<file path="src/rtl/acc_window_pkg.sv">
// acc_window_pkg: types and helpers shared by the window accumulator.
//   win_state_t : window state (EMPTY = no sample held, ACCUM = partial window)
//   clog2()     : ceiling log2, used to size counter and sum widths
package acc_window_pkg;

    typedef enum logic [0:0] {
        ST_EMPTY = 1'b0,
        ST_ACCUM = 1'b1
    } win_state_t;

    // Ceiling log2 for elaboration-time width computation; clog2(1) = 0.
    function automatic int clog2(input int value);
        int result;
        result = 0;
        for (int i = 0; i < 31; i++) begin
            if ((32'sd1 <<< i) < value) begin
                result = i + 1;
            end
        end
        return result;
    endfunction

endpackage

</file>
<file path="src/rtl/acc_window_win_counter.sv">
// win_counter: sample counter and window-state FSM for acc_window.
//   clk, rst_n : clock, asynchronous active-low reset
//   en         : stage enable; 0 freezes the counter and state
//   accept     : a sample is taken this cycle
//   flush      : close the current partial window
//   state      : EMPTY / ACCUM
//   emit       : the window closes at the next edge
//   emit_cnt   : number of samples in the closing window (includes this cycle's sample)
module win_counter
    import acc_window_pkg::*;
#(
    parameter int W  = 4,
    parameter int CW = clog2(W),
    parameter int DW = clog2(W + 1)
) (
    input  logic          clk,
    input  logic          rst_n,
    input  logic          en,
    input  logic          accept,
    input  logic          flush,
    output win_state_t    state,
    output logic          emit,
    output logic [DW-1:0] emit_cnt
);

    logic [CW-1:0] cnt_r;
    logic [CW-1:0] cnt_next_s;
    win_state_t    state_next_s;
    logic          last_s;

    // State and counter registers.
    always_ff @(posedge clk or negedge rst_n) begin
        if (!rst_n) begin
            state <= ST_EMPTY;
            cnt_r <= {CW{1'b0}};
        end else begin
            state <= state_next_s;
            cnt_r <= cnt_next_s;
        end
    end

    // Next-state, terminal-count and flush-qualify logic.
    always_comb begin
        state_next_s = state;
        cnt_next_s   = cnt_r;
        emit         = 1'b0;
        // The W-th sample arrives while CNT already holds W-1.
        last_s       = accept && (cnt_r == CW'(W - 1));
        emit_cnt     = DW'(cnt_r) + DW'(accept);
        if (en) begin
            case (state)
                ST_EMPTY: begin
                    // Flush with nothing held and nothing arriving emits nothing.
                    if (accept) begin
                        if (last_s || flush) begin
                            emit         = 1'b1;
                            cnt_next_s   = {CW{1'b0}};
                            state_next_s = ST_EMPTY;
                        end else begin
                            cnt_next_s   = CW'(1);
                            state_next_s = ST_ACCUM;
                        end
                    end else begin
                        cnt_next_s   = {CW{1'b0}};
                        state_next_s = ST_EMPTY;
                    end
                end
                ST_ACCUM: begin
                    if (last_s || flush) begin
                        emit         = 1'b1;
                        cnt_next_s   = {CW{1'b0}};
                        state_next_s = ST_EMPTY;
                    end else if (accept) begin
                        cnt_next_s   = cnt_r + CW'(1);
                        state_next_s = ST_ACCUM;
                    end else begin
                        cnt_next_s   = cnt_r;
                        state_next_s = ST_ACCUM;
                    end
                end
                default: begin
                    cnt_next_s   = {CW{1'b0}};
                    state_next_s = ST_EMPTY;
                end
            endcase
        end else begin
            state_next_s = state;
            cnt_next_s   = cnt_r;
        end
    end

endmodule

</file>
<file path="src/rtl/acc_window.sv">
// acc_window: sums W consecutive unsigned samples and emits the window sum.
//   clk, rst_n : clock (rising edge), asynchronous active-low reset
//   en         : stage enable; 0 freezes all state including outputs
//   r_in, d_in : sample valid / unsigned N-bit sample
//   flush      : close the current partial window early
//   r_out      : result valid (registered)
//   d_out      : AW-bit window sum (registered)
//   d_cnt      : number of samples summed into d_out (registered)
module acc_window
    import acc_window_pkg::*;
#(
    parameter int N  = 16,
    parameter int W  = 4,
    parameter int AW = N + clog2(W)
) (
    input  logic                    clk,
    input  logic                    rst_n,
    input  logic                    en,
    input  logic                    r_in,
    input  logic [N-1:0]            d_in,
    input  logic                    flush,
    output logic                    r_out,
    output logic [AW-1:0]           d_out,
    output logic [clog2(W+1)-1:0]   d_cnt
);

    localparam int DW = clog2(W + 1);

    logic          accept_s;
    logic          emit_s;
    logic [DW-1:0] emit_cnt_s;
    win_state_t    state_s;
    logic [AW-1:0] acc_r;
    logic [AW-1:0] sum_s;

    assign accept_s = en && r_in;

    win_counter #(
        .W (W)
    ) u_win_counter (
        .clk      (clk),
        .rst_n    (rst_n),
        .en       (en),
        .accept   (accept_s),
        .flush    (flush),
        .state    (state_s),
        .emit     (emit_s),
        .emit_cnt (emit_cnt_s)
    );

    // Running sum including this cycle's sample; EMPTY starts a fresh window.
    always_comb begin
        sum_s = {AW{1'b0}};
        if (state_s == ST_EMPTY) begin
            sum_s = {AW{1'b0}};
        end else begin
            sum_s = acc_r;
        end
        if (accept_s) begin
            sum_s = sum_s + AW'(d_in);
        end else begin
            sum_s = sum_s;
        end
    end

    // Accumulator and output registers; everything holds while en is low.
    always_ff @(posedge clk or negedge rst_n) begin
        if (!rst_n) begin
            acc_r <= {AW{1'b0}};
            r_out <= 1'b0;
            d_out <= {AW{1'b0}};
            d_cnt <= {DW{1'b0}};
        end else if (en) begin
            if (emit_s) begin
                acc_r <= {AW{1'b0}};
                r_out <= 1'b1;
                d_out <= sum_s;
                d_cnt <= emit_cnt_s;
            end else begin
                acc_r <= accept_s ? sum_s : acc_r;
                r_out <= 1'b0;
            end
        end
    end

endmodule

</file>
<file path="config.mk">
export PLATFORM = sky130hd
export DESIGN_NAME = acc_window
export DESIGN_NICKNAME = d
export VERILOG_FILES = /design/src/rtl/acc_window_pkg.sv /design/src/rtl/acc_window_win_counter.sv /design/src/rtl/acc_window.sv
export SDC_FILE = /design/constraint.sdc
export NUM_CORES = 1
export LEC_CHECK = 0
export CORE_UTILIZATION = 45
export CTS_BUF_LIST = sky130_fd_sc_hd__clkbuf_16
export DETAILED_ROUTE_END_ITERATION = 8
export PLACE_DENSITY = 0.78
export SYNTH_ARGS = -nofsm -noshare
export SYNTH_HDL_FRONTEND = slang
export SYNTH_SLANG_ARGS = --single-unit
</file>
<file path="constraint.sdc">
create_clock -name clk -period 9 [get_ports clk]
set_input_delay 2.25 -clock clk [delete_from_list [all_inputs] [get_ports clk]]
set_output_delay 2.25 -clock clk [all_outputs]
set_load 0.02 [all_outputs]
</file>
======== Yosys cells after proc, flatten, opt, wreduce, memory -nomap -nowiden ========
Cells that the tools add are included.
operators by class
  $add $sub $neg .......................... 3
  $mul .................................... 0
  divide/modulo/power cells ............... 0
  order comparisons ....................... 0
  eq/ne operators ......................... 2
  shift-type cells ........................ 0
  mux-type cells .......................... 17
  bitwise logic cells ..................... 1
  reduce and logical (&&, ||, !) cells .... 7
operators by type and width
  kind                                                            count
  18-bit 2-to-1 mux                                               4
  18-bit by 16-bit adder with 18-bit output                       1
  1-bit 2-to-1 mux                                                8
  2-bit AND reduction                                             3
  2-bit 2-to-1 mux                                                2
  1-bit one-hot mux with 2 select lines                           2
  2-bit one-hot mux with 2 select lines                           1
  2-bit by 1-bit adder with 3-bit output                          1
  3-bit inequality test (second input constant)                   1
  2-bit by 1-bit adder with 2-bit output (second input constant)  1
  2-bit equality test (second input constant)                     1
  1-bit logical AND                                               2
  2-bit nonzero test                                              1
  1-bit logical OR                                                1
  1-bit NOT                                                       1
storage, ports and cells
  flip-flop bits (word level) ............. 43
  bits in latches ......................... 0
  RAM bits ................................ 0
  memory bits (read-only) ................. 0
  input bits .............................. 21
  output and inout port bits .............. 22
  word-level logic and storage cells ...... 36
  memories ................................ 0

======== Logic depth before layout (Yosys ltp) ========
  depth in word-level cells ............... 9
  mapped depth ............................ 14
  depth with buffers taken out ............ 11

======== Cells and area by module ========
A second synthesis with hierarchy kept.
unflattened totals
  cell total of the unflattened synthesis .. 332
  area, all modules ....................... 2914.0 um^2
modules (own cells, without submodules)
  module       instances  cells each  area each (um^2)  sequential area each (um^2)
  acc_window   1          309         2690.1            1001.0
  win_counter  1          23          224.0             75.1

======== Least setup slack after synthesis ========
No wires, ideal clock.
  path kind ............................... input-to-reg
  start ................................... in d_in[0]
  end ..................................... reg acc_r[14]
  setup time .............................. 0.076 ns
  arrival ................................. 4.542 ns
  data required time ...................... 8.924 ns
  slack ................................... 4.381 ns
  stages on the path ...................... 9
  buffers on the path ..................... 0
  path through ............................ ha_1 fa_1 maj3_2 a32o_2 a211oi_4 o21bai_2 a41oi_2 mux2_1 o21ai_1
on the way
  longest elaborated chain between the ends .. 4
ends and longest elaborated chain
  what                                       line              source
  start: declaration                         acc_window.sv:20  input logic [N-1:0] d_in,
  18-bit by 16-bit adder with 18-bit output  acc_window.sv:60  sum_s = sum_s + AW'(d_in);
  18-bit 2-to-1 mux                          acc_window.sv:59  if (accept_s) begin
  18-bit 2-to-1 mux                          acc_window.sv:80  acc_r <= accept_s ? sum_s : acc_r;
  18-bit 2-to-1 mux                          acc_window.sv:74  if (emit_s) begin
  end signal: assignment                     acc_window.sv:69  acc_r <= {AW{1'b0}};
  end signal: assignment                     acc_window.sv:75  acc_r <= {AW{1'b0}};
  end signal: assignment                     acc_window.sv:80
  end: declaration                           acc_window.sv:33  logic [AW-1:0] acc_r;
No other way between the ends. The select of a mux whose other input is x is not followed.
A chain may end at the register's enable or synchronous reset.

======== Worst setup path in the final report ========
  start ................................... in en
  end ..................................... reg acc_r[14]
on the way
  longest elaborated chain between the ends .. 9
  elaborated cells between the ends (all ways) .. 12
  classes of those cells .................. mux (7); reduce/logical (5)
ends and longest elaborated chain
  what                                   line                                                        source
  start: declaration                     acc_window.sv:18                                            input logic en,
  1-bit logical AND                      acc_window.sv:36                                            assign accept_s = en && r_in;
  1-bit logical AND                      acc_window_win_counter.sv:48                                last_s = accept && (cnt_r == CW'(W - 1));
  1-bit logical OR                       acc_window_win_counter.sv:55, acc_window_win_counter.sv:69
  1-bit 2-to-1 mux                       acc_window_win_counter.sv:55, acc_window_win_counter.sv:69
  1-bit 2-to-1 mux                       acc_window_win_counter.sv:54                                if (accept) begin
  1-bit one-hot mux with 2 select lines  acc_window_win_counter.sv:51                                case (state)
  1-bit 2-to-1 mux                       acc_window_win_counter.sv:50                                if (en) begin
  2-bit nonzero test (no line)           -
  2-bit AND reduction (no line)          -
Parallel ways exist; a longest one is shown, timed or not. The select of a mux whose other input is x is not followed.

==> run metrics <==
status complete, no violations; Netlist cell types 51; CTS Buffer Depth 2; Cell Area, Placed 3287 um^2; Setup crit end kind flip-flop; Critical Path Stages 6; Final ANT Viol Nets 0; fin. max-slew vios 0; Initial DRT Pass Iterations 5; largest area contributor in the netlist dfrtp_1; Worst Clk Skew 0.005942 ns; most used flip-flop cell after synthesis dfrtp_1; Worst Setup SP en; Reg2Reg Setup Slack 5.39 ns; hold buffers post-CTS 0; Yosys top cell area share 37.89%; critical path endpoint acc_r[14]$_DFFE_PN0P_; Max Freq 188.2 MHz; drt initial violations 157; # resized after CTS 0; R2R cell count 10; async set-or-reset flop fraction in the synthesized netlist 100.0%; site row count 28; Mapped Avg Cell Area 8.766 um^2; gr usage total 22.45%; cell family with most CP delay simple AND/OR/NAND/NOR gates; R2R Path Start u_win_counter.state$_DFFE_PN0P_; Post-Route WL 6921 um; crit path DAT 5.52 ns; crit path cell chain clkdlybuf4s50_1, nand2_1, clkinv_1, nor2_1, a22oi_1, o21ai_1; final instance area 3423 um^2; I/O Buffers 42; setup_tns 0 ns; CTS tree built; Syn-to-layout area delta 20.53%; fin crit share 59.04%; Critical Path Fanout Max 20; Synth warnings 0; CP bufs+invs 2; final setup violation count 0; CTS sink count 43; most common cell after layout, fill and taps aside nand2_1; wire per inst 16.02 um; clk slew on worst S/H paths 0.06 ns; DIE HEIGHT 81.45 um; Worst VDD drop 0.08781 mV; most frequent cells in the layout nand2_1 (57), dfrtp_1 (43), clkdlybuf4s50_1 (41); Worst slew margin 25.36%; DRC errors left 0; Hold Startpoint d_out[1]$_DFFE_PN0P_; Via density 5.752; global route overflow 0; synthesized area 2840 um^2; core box area 5991 um^2; Final min period 5.314 ns; Post CTS Setup Buffer Count 0; CTS H-tree depth 2; total CTS buffers 5; gpl congestion 0.8724; unrepaired setup endpoints after global routing no; reg-to-reg endpoint acc_r[14]$_DFFE_PN0P_; register area share after synthesis 37.89%; Die X 81.45 um; hold crit path type reg -> reg; pwr/cell area 173.1 nW/um^2; largest cells by area after synthesis dfrtp_1 (38%), nand2_1 (7.5%), ha_1 (7.5%); syn nets 363; layout cell share with drive strength beyond 1 5.322%; Post-synth EDFFs 0; synthesized instance count 324; vias in the first global route 2,405; Slew @ Worst Pin 1.115 ns; Leak 0.001539 uW; post-layout net count 395; Clock Latency Late Sink 0.29 ns; Crit Path Class in -> reg; Detailed Place HPWL 4856 um; Clock Tree Root clkbuf_16; I/O Pins 43; first-pass GRT wire length 11,270 um; Final Hold Vio Count 0; largest net degree at the start of global routing 44; initial core utilization 47.41%; antenna violations before repair 0; crit-path max cell delay 1.06 ns; WP data required 9.21 ns; Vias 2,485; Critical-path top delay cell nor2_1; max cap viols 0; Die ar. 6633 um^2; nature of the critical path startpoint primary input; number of synthesized register bits 43; Ant. Diodes 0
==> cell families after synthesis <==
family,share of synthesized area (%)
AOI/OAI and AO/OA,22.51
DFF,37.89
and+or+nand+nor,19.82
adders and majority gates,8.987
muxes,2.159
buffers and inverters,3.700
xor gates and xnor gates,4.934
==> report_power, final <==
group          internal (uW)  switching [uW]  total (uW)
Combinational           79.4            97.8         177
Sequential               221            20.2         241
Clock                    100            73.9         174
Total                    401             192         593
==> synthesized netlist by cell type, types with 2 or more instances <==
cell type	instances
a211oi_1	2
a21o_1	8
a21oi_1	15
a22o_1	8
a22oi_1	2
a31oi_1	6
and2_1	15
clkbuf_1	15
dfrtp_1	43
ha_1	17
inv_1	9
maj3_2	2
mux2i_1	5
nand2_1	57
nand2b_1	4
nand3_1	7
nand4_1	3
nor2_1	23
nor2b_1	2
nor3_1	7
o211ai_1	2
o21ai_0	20
o21ai_1	2
o22ai_1	4
o2bb2ai_1	2
o32ai_1	2
o41ai_2	3
or3_1	2
xnor2_1	11
xor2_1	5
==> layer usage <==
metal | vias up | GRT usage (%) | part of all wire, %
li1 | 1219 | - | -
met1 | 1177 | 28.95 | 45
met2 | 80 | 38.42 | 49
met3 | 9 | 2.667 | 4.5
met4 | 0 | 8.393 | 1.6
met5 | - | 0 | 0
==> metrics by stage <==
step	total power (uW)	setup slack [ns]	hold slack [ns]	utilization, %	cells
final	592.5	3.686	0.4748	57.14	432
after global routing	620.1	3.317	0.5142	57.14	432
after CTS	593.6	3.666	0.4856	57.14	432
after detailed placement	421.0	3.371	0.4619	54.87	424
after global placement	415.2	3.523	0.4522	54.87	424
after floorplan	348.8	4.381	0.4409	-	324
==> worst min path at each step <==
| stage | end | slack [ns] | cells past startpoint |
|---|---|---|---|
| 5_1_grt | d_out[2]$_DFFE_PN0P_ | 0.51 | 2 |
| 4_1_cts | acc_r[7]$_DFFE_PN0P_ | 0.49 | 2 |
| 3_5_place_dp | acc_r[13]$_DFFE_PN0P_ | 0.46 | 2 |
| 2_1_floorplan | acc_r[13]$_DFFE_PN0P_ | 0.44 | 2 |
| 6_report | d_out[1]$_DFFE_PN0P_ | 0.47 | 2 |
| 3_3_place_gp | acc_r[13]$_DFFE_PN0P_ | 0.45 | 2 |
==> area by class of cell <==
cell class              count  area [um^2]
well taps                  75        93.84
repair buffers             42        415.4
fillers                   543         2567
inverters                  10        37.54
clock buffers               5        125.1
clock inverters             3        11.26
flip-flops and latches     43         1076
multi-input cells         254         1664
==> registers in the layout (all words and copies together) (netlist names) <==
| name | count |
|---|---|
| r_out | 1 |
| d_out | 18 |
| u_win_counter.cnt_r | 2 |
| u_win_counter.state | 1 |
| d_cnt | 3 |
| acc_r | 18 |
==> tightest hold or removal path: stages (launching register included) <==
cell and delay [ns]:
dfrtp_1 0.34, nand2_1 0.04, o21ai_0 0.06
(Power assumes the default switching activity.)
